## src/rtl/ssd_pkg.sv

```systemverilog
// Shared types and constants for the seven-segment display driver.
package ssd_pkg;

    localparam int unsigned NUM_DIGITS = 4;
    localparam int unsigned DIGIT_W    = 4;
    localparam int unsigned BCD_W      = NUM_DIGITS * DIGIT_W;
    localparam int unsigned SEG_W      = 7;

    // Conversion engine states.
    typedef enum logic [1:0] {
        ST_IDLE   = 2'd0,
        ST_SHIFT  = 2'd1,
        ST_COMMIT = 2'd2
    } state_t;

    // Active-low segment patterns, bit order {g,f,e,d,c,b,a}.
    localparam logic [SEG_W-1:0] SEG_BLANK = 7'b1111111;
    localparam logic [SEG_W-1:0] SEG_0     = 7'b1000000;
    localparam logic [SEG_W-1:0] SEG_1     = 7'b1111001;
    localparam logic [SEG_W-1:0] SEG_2     = 7'b0100100;
    localparam logic [SEG_W-1:0] SEG_3     = 7'b0110000;
    localparam logic [SEG_W-1:0] SEG_4     = 7'b0011001;
    localparam logic [SEG_W-1:0] SEG_5     = 7'b0010010;
    localparam logic [SEG_W-1:0] SEG_6     = 7'b0000010;
    localparam logic [SEG_W-1:0] SEG_7     = 7'b1111000;
    localparam logic [SEG_W-1:0] SEG_8     = 7'b0000000;
    localparam logic [SEG_W-1:0] SEG_9     = 7'b0010000;

endpackage

```

## src/rtl/bcd_to_7seg.sv

```systemverilog
// Combinational BCD digit to active-low seven-segment decoder with blanking.
module bcd_to_7seg
    import ssd_pkg::*;
(
    input  logic [DIGIT_W-1:0] digit,
    input  logic               blank,
    output logic [SEG_W-1:0]   seg_c
);

    // Decode one digit; non-decimal codes and blanked digits turn all segments off.
    always_comb begin
        seg_c = SEG_BLANK;
        if (!blank) begin
            case (digit)
                4'd0:    seg_c = SEG_0;
                4'd1:    seg_c = SEG_1;
                4'd2:    seg_c = SEG_2;
                4'd3:    seg_c = SEG_3;
                4'd4:    seg_c = SEG_4;
                4'd5:    seg_c = SEG_5;
                4'd6:    seg_c = SEG_6;
                4'd7:    seg_c = SEG_7;
                4'd8:    seg_c = SEG_8;
                4'd9:    seg_c = SEG_9;
                default: seg_c = SEG_BLANK;
            endcase
        end
    end

endmodule

```

## src/rtl/ssd_display_driver.sv

```systemverilog
// Binary-to-BCD (double-dabble) converter driving a multiplexed 4-digit
// common-anode seven-segment display.
module ssd_display_driver
    import ssd_pkg::*;
#(
    parameter int unsigned DATA_W       = 13,
    parameter int unsigned REFRESH_BITS = 20,
    parameter int unsigned BLANK_LZ     = 1
) (
    input  logic              clk,
    input  logic              rst,
    input  logic [DATA_W-1:0] value,
    output logic [3:0]        anode,
    output logic [6:0]        cathode,
    output logic              dp,
    output logic              busy,
    output logic              conv_done
);

    localparam int unsigned CNT_W = $clog2(DATA_W + 1);

    state_t                  state;
    state_t                  state_next;
    logic [DATA_W-1:0]       shift_reg;
    logic [DATA_W-1:0]       last_value;
    logic [BCD_W-1:0]        acc;
    logic [BCD_W-1:0]        acc_adj;
    logic [BCD_W-1:0]        display;
    logic [CNT_W-1:0]        bit_cnt;
    logic                    force_conv;
    logic [REFRESH_BITS-1:0] refresh_cnt;
    logic                    start;
    logic                    shift_last;
    logic                    busy_next;
    logic                    conv_done_next;
    logic [1:0]              idx;
    logic [DIGIT_W-1:0]      cur_digit;
    logic [3:1]              lz;
    logic [NUM_DIGITS-1:0]   blank_vec;
    logic [SEG_W-1:0]        seg_c;

    assign start      = (value != last_value) || force_conv;
    assign shift_last = (bit_cnt == CNT_W'(DATA_W - 1));
    assign idx        = refresh_cnt[REFRESH_BITS-1 -: 2];
    assign cur_digit  = display[{idx, 2'b00} +: DIGIT_W];

    // State register.
    always_ff @(posedge clk) begin
        if (rst) state <= ST_IDLE;
        else     state <= state_next;
    end

    // Next-state logic: one shift per data bit, then a single commit cycle.
    always_comb begin
        state_next = state;
        case (state)
            ST_IDLE:   if (start)      state_next = ST_SHIFT;
            ST_SHIFT:  if (shift_last) state_next = ST_COMMIT;
            ST_COMMIT:                 state_next = ST_IDLE;
            default:                   state_next = ST_IDLE;
        endcase
    end

    // Next values of the registered status outputs.
    always_comb begin
        busy_next      = 1'b0;
        conv_done_next = 1'b0;
        case (state)
            ST_IDLE:   busy_next      = start;
            ST_SHIFT:  busy_next      = 1'b1;
            ST_COMMIT: conv_done_next = 1'b1;
            default:   busy_next      = 1'b0;
        endcase
    end

    // Add-3 correction on every BCD nibble that would overflow when doubled.
    always_comb begin
        acc_adj = acc;
        for (int k = 0; k < int'(NUM_DIGITS); k++) begin
            if (acc[k*DIGIT_W +: DIGIT_W] >= 4'd5)
                acc_adj[k*DIGIT_W +: DIGIT_W] = acc[k*DIGIT_W +: DIGIT_W] + 4'd3;
        end
    end

    // Conversion datapath and status outputs.
    always_ff @(posedge clk) begin
        if (rst) begin
            shift_reg  <= '0;
            last_value <= '0;
            acc        <= '0;
            display    <= '0;
            bit_cnt    <= '0;
            force_conv <= 1'b1;
            busy       <= 1'b0;
            conv_done  <= 1'b0;
        end else begin
            busy      <= busy_next;
            conv_done <= conv_done_next;
            case (state)
                ST_IDLE: begin
                    if (start) begin
                        shift_reg  <= value;
                        last_value <= value;
                        acc        <= '0;
                        force_conv <= 1'b0;
                        bit_cnt    <= '0;
                    end
                end
                ST_SHIFT: begin
                    acc       <= {acc_adj[BCD_W-2:0], shift_reg[DATA_W-1]};
                    shift_reg <= shift_reg << 1;
                    bit_cnt   <= bit_cnt + CNT_W'(1);
                end
                ST_COMMIT: display <= acc;
                default: ;
            endcase
        end
    end

    // Leading-zero blanking; the ones digit is always shown.
    always_comb begin
        lz[3]     = (display[15:12] == 4'd0);
        lz[2]     = lz[3] && (display[11:8] == 4'd0);
        lz[1]     = lz[2] && (display[7:4] == 4'd0);
        blank_vec = (BLANK_LZ != 0) ? {lz[3:1], 1'b0} : '0;
    end

    bcd_to_7seg u_seg (
        .digit (cur_digit),
        .blank (blank_vec[idx]),
        .seg_c (seg_c)
    );

    // Free-running refresh counter and registered digit multiplexer.
    always_ff @(posedge clk) begin
        if (rst) begin
            refresh_cnt <= '0;
            anode       <= 4'b1111;
            cathode     <= SEG_BLANK;
            dp          <= 1'b1;
        end else begin
            refresh_cnt <= refresh_cnt + REFRESH_BITS'(1);
            anode       <= ~(4'b0001 << idx);
            cathode     <= seg_c;
            dp          <= 1'b1;
        end
    end

endmodule

```

## config.mk

```make
export PLATFORM = sky130hd
export DESIGN_NAME = ssd_display_driver
export DESIGN_NICKNAME = d
export VERILOG_FILES = /design/src/rtl/ssd_pkg.sv /design/src/rtl/bcd_to_7seg.sv /design/src/rtl/ssd_display_driver.sv
export SDC_FILE = /design/constraint.sdc
export NUM_CORES = 1
export LEC_CHECK = 0
export CELL_PAD_IN_SITES_DETAIL_PLACEMENT = 0
export CELL_PAD_IN_SITES_GLOBAL_PLACEMENT = 1
export CORE_UTILIZATION = 40
export DETAILED_ROUTE_END_ITERATION = 16
export GPL_TIMING_DRIVEN = 0
export PLACE_DENSITY = 0.78
export SLEW_MARGIN = 10
export SYNTH_ARGS = -nofsm -noshare
export SYNTH_HDL_FRONTEND = slang
export SYNTH_SLANG_ARGS = --single-unit
export TNS_END_PERCENT = 20
```

## constraint.sdc

```tcl
create_clock -name clk -period 1.7 [get_ports clk]
set_input_delay 0.34 -clock clk [delete_from_list [all_inputs] [get_ports clk]]
set_output_delay 0.34 -clock clk [all_outputs]
set_load 0.02 [all_outputs]
```

---- Word-level counts from Yosys, hierarchy flattened ----
Memories as Yosys holds them, arrays and structs flattened. A register that Yosys moved wholly into a read port is not among the register bits.
Cells that the tools add are included.
word-level totals
  input port bits ......................... 15
  memories ................................ 1
  register bits after elaboration ......... 91
  bits in read-only memories .............. 112
  output and inout bits ................... 14
  word-level logic and storage cells ...... 61
operators by class
  eq/ne operators ......................... 6
  $add $sub $neg .......................... 6
  $lt $le $gt $ge ......................... 5
  shifts and indexed selects .............. 2
  muxes and demuxes ....................... 17
  reductions and logical operators ........ 12
  bitwise gates (word level) .............. 1
memories
  name              words  bits a word  read ports  clocked after memory_dff  write ports  RTL line           text
  (name not given)  16     7            1           1                         0            bcd_to_7seg.sv:14  case (digit)
operators by type and width
  kind                   count
  $pmux 16 s2            1
  $pmux 13 s2            1
  $add 20x1->20 const B  1
  $ge 4x3->1 const B     4
  $mux 16                1
  $mux 4                 4
  $shiftx 16x5->4        1
  $mux 13                1
  $ne 13x13->1           1
  $add 4x2->4 const B    3
  $logic_not 4->1        3
  $pmux 4 s2             1
  $reduce_and 2->1       3
  $add 4x1->4 const B    1
  $eq 4x4->1 const B     1
  $mux 2                 2
  $ne 2x2->1 const B     2
  $not 4->4              1
  $pmux 2 s2             1
  $shl 1x2->4 const A    1
  $add 3x2->3 const B    1
  $lt 2x3->1 const B     1
  $mux 3                 1
  $bmux 1 s2             1
  other kinds (9)        11

---- Depth between registers and ports, before layout ----
Gate-level depths: netlist (run 1).
  depth in word-level cells ............... 6
  depth in mapped cells ................... 8
  depth with buffers taken out ............ 7

---- Hierarchy ----
From an unflattened synthesis (run 1), not the netlist that was laid out.
unflattened totals
  cell total of the unflattened synthesis .. 518
  area, all modules ....................... 4648.2 um^2
by module, submodules not included
  module              times used  area each (um^2)  sequential area each (um^2)  cells each
  ssd_display_driver  1           4395.5            1961.9                       483
  bcd_to_7seg         1           252.7             0.0                          35

---- Worst setup path before layout (run 1) ----
OpenSTA, ideal clock, no wires.
  path type ............................... flip-flop to flip-flop
  from .................................... register refresh_cnt[18]
  to ...................................... register cathode[3]
  required time ........................... 1626 ps
  data arrival time ....................... 1770 ps
  path buffers ............................ 1
  cell stages (with the launch flop) ...... 8
  library setup time ...................... 74 ps
  slack ................................... -144 ps
  period minus slack after synthesis ...... 1844 ps
  cell sequence ........................... dfxtp_1 -> buf_2 -> mux4_2 -> inv_1 -> ha_1 -> a21oi_1 -> nor2_1 -> o21ai_0
between the ends
  word-level cells in the longest chain between the ends .. 3
  elaborated cells on any way between the ends .. 4
  those cells by class .................... shift (1); mux (2); reduce/logical (1)
ends and longest elaborated chain
  item                                                     RTL line                   text
  start: declaration                                       ssd_display_driver.sv:31   logic [REFRESH_BITS-1:0] refresh_cnt;
  start signal: assignment                                 ssd_display_driver.sv:142  refresh_cnt <= refresh_cnt + REFRESH_BITS'(1);
  branches (longest 3 deep; another with $shiftx 16x5->4)  --
  end: declaration                                         ssd_display_driver.sv:14   output logic [6:0] cathode,
Parallel ways; which one is timed is not known. The select of a mux whose other input is x is not followed.
A chain may end at the register's enable or synchronous reset.

---- Worst setup path after layout (run 1) ----
  from .................................... register last_value[5]
  to ...................................... register shift_reg[5]
between the ends
  word-level cells in the longest chain between the ends .. 4
ends and longest elaborated chain
  item                               RTL line                   text
  start: declaration                 ssd_display_driver.sv:25   logic [DATA_W-1:0] last_value;
  start signal: assignment           ssd_display_driver.sv:103  last_value <= value;
  $ne 13x13->1                       ssd_display_driver.sv:42   assign start = (value != last_value) || force_conv;
  $logic_or 1x1->1                   ssd_display_driver.sv:42
  $ne 2x2->1 (no source line)        --
  $reduce_and 2->1 (no source line)  --
  end signal: assignment             ssd_display_driver.sv:102  shift_reg <= value;
  end signal: assignment             ssd_display_driver.sv:111  shift_reg <= shift_reg << 1;
  end: declaration                   ssd_display_driver.sv:24   logic [DATA_W-1:0] shift_reg;
No other way between the ends.

==> summary.txt, run 1 <==
Synth
  • Syn Area/Cell: 8.22 um^2
  • Syn Std Cell Area: 0.00474 mm^2
  • Async SR Flop Fraction: 0%
  • Syn Nets: just over 600
  • Number of synthesized register bits: 98
  • EDFF count, synth: 0
  • Most frequently used flop master after synthesis: dfxtp_1
  • Yosys cell types: 39
  • Post-synthesis sequential area ratio: 41.4%
  • Yosys warnings: 0
  • Gate Count Post-Synth: 577

Setup path
  • R2R setup slack: -120 ps
  • Startpoint types: register
  • Worst-path maximum fanout: 5
  • Crit path kind: reg -> reg
  • Critical Path AT: 2090 ps
  • Worst Setup End Kind: register
  • Crit path required time: 1970 ps

CTS
  • Clock Tree Buf Depth: 2
  • Inserted Clock Buffers: 9
  • H-tree depth: 3
  • Clk sink count: 98
  • CTS tree: built
  • Reg clk slew, reported paths: 70 ps
  • Post-CTS Hold Fix Bufs: 0
  • Worst skew pair latency: roughly 350 ps
  • Root Driver: clkbuf_16

Power and ir drop
  • Leak: 2.12 nW
  • PD cells: 840 mW/mm^2
  • Clock Power Share: 44.4%
  • Pint: 3.78 mW
  • Seq pwr share: between 40% and 50%
  • Combinational share of power: 7.0%
  • Worst vdd ir: 0.000630 V
  • Sw Ratio: 23.3%
  • Psw: 1.15 mW

Route
  • Router iterations before antenna repair: 5
  • ANT nets after route: 0
  • First DRT Iteration DRCs: 288
  • Vias: 4,153
  • Drt via density: 5.39
  • WL/cell: 15.2 um
  • Residual DRC count: 0
  • Routed Wire Length: 11,700 um

STA
  • Fmax: 549 MHz
  • Worst Tran Pin Value: 799 ps
  • Crit path time final: approximately 1800 ps
  • Slew Limit Fails: 0
  • Final period utilization: 107%
  • Setup TNS Final: -2240 ps
  • Setup violations, final: 41
  • Max_slew headroom: 46.7%
  • Fin. Hold Viols: 0
  • RSZ-0062 raised after global routing: yes
  • Final setup skew: roughly 8.7 ps
  • Worst setup margin: -120 ps

Cells and area
  • Final non-filler cell total: 771
  • Largest registers: refresh_cnt x20, acc x16, display x16
  • Largest Register: refresh_cnt
  • Layout area overhead: 23.6%
  • Ant. Diodes: 0
  • Share of cells above drive strength 1: 17.4%
  • Fill cells: roughly 1,100
  • Max reg flops: 20
  • # nets final: roughly 650

Run
  • # Max-Cap Violations: 0

Status
  • Violated checks: setup timing
  • Status: finished with violations

Floorplanning
  • Area of the die: 0.0123 mm^2
  • Core area: 0.0115 mm^2
  • Die Y: 111 um
  • Initial Util: 41.4%
  • Ports: 29
  • Standard-cell row count: 39
  • Die W: about 110 um

Placement
  • Dpl cells: 746
  • Detailed placer's ending HPWL: around 8200 um
  • IO buf count: 26
  • GP Congestion: 0.772

Global routing
  • Vias in the first global route: roughly 4,000
  • First-pass GRT wire length: 19,600 um
  • Initial antenna violation count: 0
  • Gr ovfl total: 0
  • Total track usage: 19.7%
  • Largest net degree at the start of global routing: 17

Hold path
  • Hold WC Path Type: in -> reg
## metal layers
| metal | vias up | track usage, % | wire, um |
|---|---|---|---|
| li1 | 2085 | - | - |
| met3 | 11 | 3.83 | 388 |
| met4 | 0 | 6.40 | 131 |
| met1 | 1969 | 25.0 | 5460 |
| met5 | - | 0 | 0 |
| met2 | 88 | 33.6 | 5750 |
## path summary, 6_finish.rpt
kind | startpoint | endpoint | depth (start not counted)
setup / recovery | last_value[5]$_SDFFE_PP0P_ | shift_reg[5]$_SDFFE_PP0P_ | 7
hold / removal | value[9] | last_value[9]$_SDFFE_PP0P_ | 3
setup reg to reg | last_value[5]$_SDFFE_PP0P_ | shift_reg[5]$_SDFFE_PP0P_ | 7
hold reg to reg | display[1]$_SDFFE_PP0P_ | display[1]$_SDFFE_PP0P_ | 2
## kinds of logic (layout without fill, tap and decap cells)
| family | Yosys count | in the layout | synth area share, % |
|---|---|---|---|
| flip-flops | 98 | 98 | 41.4 |
| other | 1 | 1 | 0.0790 |
| adder cells (fa/ha/maj) | 16 | 16 | 4.22 |
| AO/OA/AOI/OAI | 143 | 143 | 17.3 |
| multiplexers | 13 | 13 | 3.96 |
| XOR/XNOR | 39 | 39 | 7.20 |
| buffers and inverters | 61 | 112 | 5.88 |
| AND/OR/NAND/NOR | 206 | 206 | 20.0 |
## power by group through the flow
stage,combinational (mW),clock [mW],sequential [mW]
floorplan,0.189,0,2.45
global placement,0.328,0,2.44
detailed placement,0.330,0,2.44
CTS,0.337,2.23,2.39
global route,0.382,2.32,2.40
finish,0.346,2.19,2.39
## cell usage after synthesis (7+ instances only)
| master | n | area (um^2) |
|---|---|---|
| ha_1 | 16 | 200 |
| or3_1 | 10 | 62.6 |
| a21oi_1 | 78 | 390 |
| nand2_1 | 60 | 225 |
| o21ai_0 | 32 | 160 |
| nor3_1 | 29 | 145 |
| clkbuf_1 | 22 | 82.6 |
| inv_1 | 25 | 93.8 |
| xnor2_1 | 17 | 149 |
| a211oi_1 | 15 | 113 |
| nand3_1 | 24 | 120 |
| nor4_1 | 7 | 43.8 |
| dfxtp_1 | 98 | 1960 |
| xor2_1 | 22 | 193 |
| nor2_1 | 53 | 199 |
## placed cells by master (no fill, tap or decap), types with 10 or more instances in the layout
cell type	count
a21oi_1	76
clkbuf_1	19
xnor2_1	17
ha_1	12
nand3_1	23
xor2_1	22
nor3_1	20
inv_1	23
o21ai_0	24
dlygate4sd2_1	13
nand2_1	60
clkdlybuf4s50_1	13
buf_6	10
a211oi_2	13
nor2_1	49
dfxtp_1	86
## area by class of cell
cell class | instances | area, um^2 | share of cell area [%]
tap | 143 | 179 | 3.05
sequential | 98 | 1980 | 33.8
buffer | 35 | 215 | 3.67
inverter | 25 | 93.8 | 1.60
multi-input combinational | 418 | 2740 | 46.7
clock inverter | 6 | 90.1 | 1.54
clock buffer | 10 | 229 | 3.90
timing repair buffer | 36 | 334 | 5.70
## critical path, stage by stage, from the launching register on
cell	delay (ps)
dfxtp_2	330
xor2_1	160
nor4_2	330
and4_1	250
buf_6	120
buf_6	120
mux2_2	340
nor3_2	100
## metrics by stage
stage	area, um^2	hold WS [ps]	worst slack (ps)	power, mW	util [%]
4_1_cts	5680	432	-105	4.96	49.5
2_1_floorplan	4750	423	-50.7	2.64	-
3_3_place_gp	5190	437	-797	2.77	45.3
3_5_place_dp	5190	436	-852	2.77	45.3
5_1_grt	5860	437	-212	5.10	51.1
6_report	5860	435	-120	4.93	51.1
## timing repair
action                     CTS  global route
pin swaps                    9            18
buffers inserted             4             4
setup endpoints to repair   57            71
gates cloned                 2             0
gates resized for setup     60            49
hold endpoints to repair     0             0
Note: power is estimated with default switching activity, not from simulation.
==> inputs of run 2 (changes only) <==
- CORE_MARGIN: not set -> 2
==> run 2 against run 1 <==
Die area is 3.6% higher. Clock power about the same. Via count fell by 1.2%. Register-to-register slack about the same. First-iteration DRC count decreased by 43%. Worst setup slack better by 3.2 ps. Non-clock buffer count up 2. Sequential share of layout area about the same. Maximum frequency rose by 0.18%. Largest power group unchanged. The run ends with DRC, setup timing left. Combinational power hardly changed. Critical path type unchanged. Critical endpoint is now shift_reg[11]$_SDFFE_PP0P_. Clock-buffer cell count rose by 3. Cell count rose by 0.26%.
==> summary.txt, run 2 (synthesized netlist as in run 1, its figures left out) <==
Global routing
  • Vias in the first global route: 3,950
  • Met1 global-route usage: 24.3%
  • Gr ovfl total: 0
  • Busiest grt layer: met2
  • Total track usage: 18.7%
  • First-pass GRT wire length: 19,200 um
  • Largest net degree at the start of global routing: 16
  • Met2 Resource Use GR: 30.8%
  • Initial antenna violation count: 0
  • Met3 usage: 4.34%

STA
  • Worst setup margin: -117 ps
  • Hold_ws: 334 ps
  • Setup violations, final: 26
  • Slew Limit Fails: 0
  • Final setup skew: 8.09 ps
  • Fmax: 550 MHz
  • Max_slew headroom: 45.3%
  • Crit path time final: around 1800 ps
  • Worst Tran Pin Value: 821 ps
  • RSZ-0062 raised after global routing: yes
  • Setup TNS Final: -1580 ps
  • Final period utilization: 107%
  • Fin. Hold Viols: 0

Setup path
  • R2R setup slack: -120 ps
  • Worst Setup End Kind: register
  • Startpoint types: register
  • Setup crit end: shift_reg[11]$_SDFFE_PP0P_
  • Reg2reg path depth: 7
  • Worst R2R End: shift_reg[11]$_SDFFE_PP0P_
  • Top cell by count, worst path: buf_6
  • Crit path kind: reg -> reg
  • Slowest stage delay, CP: 320 ps
  • Crit path buf inv count: 2
  • Slowest cell on crit path: dfxtp_2
  • Crit path required time: 1970 ps
  • CP top delay family: simple AND/OR/NAND/NOR gates
  • Critical Path AT: ~2100 ps
  • RR Startpoint: last_value[11]$_SDFFE_PP0P_
  • Worst path cell trace: xor2_1 > nor4_2 > and4_1 > buf_6 > buf_6 > mux2_2 > nor3_1
  • Cell count along the critical path: 7
  • Worst-path maximum fanout: 7
  • Setup crit start: last_value[11]$_SDFFE_PP0P_

Floorplanning
  • Standard-cell row count: 39
  • Area of the die: 0.0127 mm^2
  • Initial Util: 41.2%
  • Die Y: 113 um
  • Die W: 113 um
  • Ports: 29
  • Core area: 0.0115 mm^2

Power and ir drop
  • Worst vdd ir: 0.000519 V
  • PD cells: 840 mW/mm^2
  • Leak: 2.12 nW

Placement
  • Pre-CTS WS: -766 ps
  • Dpl cells: 746
  • GP Congestion: ~0.87
  • Detailed placer's ending HPWL: roughly 8100 um
  • IO buf count: 26

CTS
  • CTS tree: built
  • Clk sink count: 98
  • H-tree depth: 3
  • Root Driver: clkbuf_16
  • Post-CTS Hold Fix Bufs: 0
  • Clock Tree Buf Depth: 2
  • Inserted Clock Buffers: 9
  • Worst skew pair latency: 340 ps
  • Reg clk slew, reported paths: 70 ps

Cells and area
  • Largest registers: refresh_cnt x20, acc x16, display x16
  • Largest Register: refresh_cnt
  • Ant. Diodes: 0
  • Fill cells: 1,108
  • Layout area overhead: 23.3%
  • Final non-filler cell total: 773
  • Most common cell after layout, fill and taps aside: dfxtp_1
  • Footprint of the multi-input gates: 0.00271 mm^2
  • # nets final: 656
  • Share of cells above drive strength 1: 17.9%
  • Most frequent cells in the layout: dfxtp_1, a21oi_1, nand2_1
  • Max reg flops: 20
  • FF+latch area: between 0.0015 and 0.002 mm^2

Route
  • Residual DRC count: 1
  • WL/cell: 15.0 um
  • Vias: 4,102
  • Drt via density: 5.31
  • ANT nets after route: 0
  • Router iterations before antenna repair: 10
  • Routed Wire Length: 11,600 um
  • First DRT Iteration DRCs: 163

Run
  • # Max-Cap Violations: 0

Hold path
  • Hold WC Path Type: in -> reg

Status
  • Violated checks: DRC, setup timing
  • Status: finished with violations
-- run 2: through the flow --
stage	power (mW)	area, um^2	util [%]
CTS	4.96	5680	49.3
global route	5.11	5850	50.8
global placement	2.77	5190	45.1
finish	4.91	5850	50.8
detailed placement	2.78	5190	45.1
floorplan	2.64	4750	-
-- run 2: area by class of cell --
cell class,count,share of cell area (%)
timing repair buffer,37,5.84
multi-input combinational,418,46.3
clock inverter,3,0.770
tap,143,3.06
clock buffer,13,4.79
inverter,25,1.60
sequential,98,33.9
buffer,36,3.77
-- run 2: metal layers --
| metal | wire length, um | vias to the layer above |
|---|---|---|
| met3 | 417 | 15 |
| li1 | - | 2088 |
| met2 | 5630 | 66 |
| met4 | 165 | 0 |
| met1 | 5350 | 1933 |
| met5 | 0 | - |
-- run 2: how the worst min path moves through the flow --
stage                                       start  slack, ps  depth (start not counted)                     endpoint
final                                    value[9]        330                          3   last_value[9]$_SDFFE_PP0P_
after global routing                     value[9]        350                          3   last_value[9]$_SDFFE_PP0P_
after CTS                               value[10]        440                          3  last_value[10]$_SDFFE_PP0P_
after detailed placement  force_conv$_SDFFE_PP1P_        440                          2      force_conv$_SDFFE_PP1P_
after global placement    force_conv$_SDFFE_PP1P_        440                          2      force_conv$_SDFFE_PP1P_
after floorplan           force_conv$_SDFFE_PP1P_        420                          2      force_conv$_SDFFE_PP1P_
-- run 2: worst register-to-register path, stage by stage, from the launching register on --
cell and delay, ps:
dfxtp_2 320, xor2_1 170, nor4_2 310, and4_1 260, buf_6 140, buf_6 120
mux2_2 320, nor3_1 110
-- run 2: report_power, final --
group          switching [mW]  internal [mW]
sequential             0.0386           2.36
clock                   0.873           1.30
combinational           0.213          0.132
total                    1.12           3.79
-- run 2: timing repair --
item / in CTS / in global routing
pin swaps: 7 / 15
setup buffers: 5 / 5
gates resized for setup: 55 / 54
cloned: 0 / 1
endpoints found under the setup margin: 57 / 71
==> inputs of run 3 (changes only) <==
- CORE_UTILIZATION: 40 -> 42
- CTS_BUF_LIST: not set -> sky130_fd_sc_hd__clkbuf_4
- PLACE_DENSITY: 0.78 -> 0.81
==> run 3 against run 2 <==
The flow finishes with violations (setup timing). Power decreased by 9.6%. Core utilization rose by 2.0 points. Flip-flop and latch count unchanged. Sequential share of layout area rose by 0.56 points. Cell count is 0.65% lower. Worst setup slack got worse by 14 ps. Wire length rose by 2.3%. Design area shrank 1.4%. Largest cell class unchanged. Largest power group unchanged. Highest routed layer unchanged.
==> summary.txt, run 3 (synthesized netlist as in run 1, its figures left out) <==
Route
  • Vias: 4,204
  • First DRT Iteration DRCs: between 150 and 200
  • Router iterations before antenna repair: 4
  • Drt via density: 5.47
  • ANT nets after route: 0
  • Residual DRC count: 0
  • Routed Wire Length: around 12,000 um
  • WL/cell: 15.4 um

Cells and area
  • Most common cell after layout, fill and taps aside: dfxtp_1
  • Largest Register: refresh_cnt
  • Most frequent cells in the layout: dfxtp_1, a21oi_1, nand2_1
  • Share of cells above drive strength 1: a little under a fifth
  • Final non-filler cell total: 768
  • Max reg flops: 20
  • Layout area overhead: 21.6%
  • Largest registers: refresh_cnt x20, acc x16, display x16
  • Ant. Diodes: 0
  • Post-layout util: 52.7%
  • Post-Layout Inst Area: approximately 0.0058 mm^2
  • # nets final: 654

Floorplanning
  • Standard-cell row count: 38
  • Die Y: 110 um
  • Initial Util: 43.4%
  • Ports: 29
  • Die W: 110 um
  • Core area: 0.0109 mm^2
  • Area of the die: approximately 0.012 mm^2

Global routing
  • Largest net degree at the start of global routing: 16
  • First-pass GRT wire length: between 15,000 and 20,000 um
  • Gr ovfl total: 0
  • Initial antenna violation count: 0
  • Total track usage: 21.2%
  • Vias in the first global route: 4,166

STA
  • Slew Limit Fails: 0
  • Worst Tran Pin Value: ~830 ps
  • Hold_ws: 315 ps
  • Fin. Hold Viols: 0
  • RSZ-0062 raised after global routing: yes
  • Fmax: ~550 MHz
  • Setup violations, final: 33
  • Worst setup margin: -130 ps
  • Max_slew headroom: 44.9%
  • Setup TNS Final: -2250 ps
  • Final period utilization: 108%
  • Final setup skew: about 22 ps
  • Crit path time final: about 1800 ps

CTS
  • Clock Tree Buf Depth: 2
  • CTS tree: built
  • Clk sink count: 98
  • Inserted Clock Buffers: 9
  • Reg clk slew, reported paths: 160 ps
  • H-tree depth: 3
  • Worst skew pair latency: 480 ps
  • Root Driver: clkbuf_4

Setup path
  • Worst Setup End Kind: register
  • Critical Path AT: 2240 ps
  • Reg2reg path depth: 8
  • Setup crit end: acc[6]$_SDFFE_PP0P_
  • Startpoint types: input pin
  • RR Startpoint: last_value[12]$_SDFFE_PP0P_
  • Worst R2R End: acc[6]$_SDFFE_PP0P_
  • Crit path required time: ~2100 ps
  • R2R setup slack: -110 ps
  • Crit path kind: in -> reg
  • Setup crit start: value[11]
  • Worst-path maximum fanout: 6

Placement
  • GP Congestion: 0.857
  • IO buf count: 26
  • DP Area: 0.00519 mm^2
  • Dpl cells: ~740
  • Detailed placer's ending HPWL: 8110 um

Power and ir drop
  • PD cells: roughly 770 mW/mm^2
  • Worst vdd ir: 0.000638 V
  • Leak: 2.07 nW

Run
  • # Max-Cap Violations: 0

Status
  • Violated checks: setup timing
  • Status: finished with violations

Hold path
  • Hold WC Path Type: in -> reg
run 3: cell types whose count changed in the layout (fill, tap and decap cells not counted), sizes merged:
cell / change
bufinv: +3
clkinv: +2
dlygate4sd2: +6
clkdlybuf4s50: -5
dlymetal6s2s: -1
clkinvlp: -2
clkbuf: -5
run 3: worst max-delay path, stage by stage:
cell and delay [ps]:
clkdlybuf4s50_1 480, xor2_1 180, nor4_2 300, and4_1 240, buf_6 120, buf_12 120
a21oi_4 80, buf_6 150, a211oi_2 210
run 3: layout make-up:
class / count / area [um^2]
Sequential cell: 98 / 1990
Multi-Input combinational cell: 418 / 2740
Tap cell: 140 / 175
Clock buffer: 10 / 75.1
Timing Repair Buffer: 36 / 357
Inverter: 25 / 96.3
Buffer: 35 / 213
Fill cell: 1059 / 5170
Clock inverter: 6 / 129
run 3: how the worst min path moves through the flow:
stage | slack, ps | start | to | cells after the start
after CTS | 280 | value[1] | last_value[1]$_SDFFE_PP0P_ | 3
after global routing | 290 | value[1] | last_value[1]$_SDFFE_PP0P_ | 3
final | 310 | value[1] | last_value[1]$_SDFFE_PP0P_ | 3
after global placement | 440 | force_conv$_SDFFE_PP1P_ | force_conv$_SDFFE_PP1P_ | 2
after floorplan | 420 | force_conv$_SDFFE_PP1P_ | force_conv$_SDFFE_PP1P_ | 2
after detailed placement | 440 | force_conv$_SDFFE_PP1P_ | force_conv$_SDFFE_PP1P_ | 2
run 3: through the flow:
stage / setup slack, ps / power [mW]
6_report: -130 / 4.44
5_1_grt: -206 / 4.61
4_1_cts: -109 / 4.47
3_5_place_dp: -789 / 2.78
3_3_place_gp: -763 / 2.77
2_1_floorplan: -50.7 / 2.64
run 3: power by group:
group,switching (mW),internal [mW]
Sequential,0.0409,2.36
Combinational,0.217,0.133
Clock,0.795,0.902
run 3: timing repair:
item / CTS / global route
cloned: 3 / 0
pin swaps: 15 / 17
setup endpoints to repair: 70 / 72
buffers inserted: 7 / 0
hold buffers: 0 / 0
resized for setup: 84 / 46
run 3: routing by layer:
metal | track usage [%] | wire length, um | vias to the layer above
met2 | 36.0 | 5690 | 84
li1 | - | - | 2089
met1 | 26.6 | 5480 | 2017
met5 | 0 | 0 | -
met3 | 5.94 | 480 | 14
met4 | 5.27 | 176 | 0
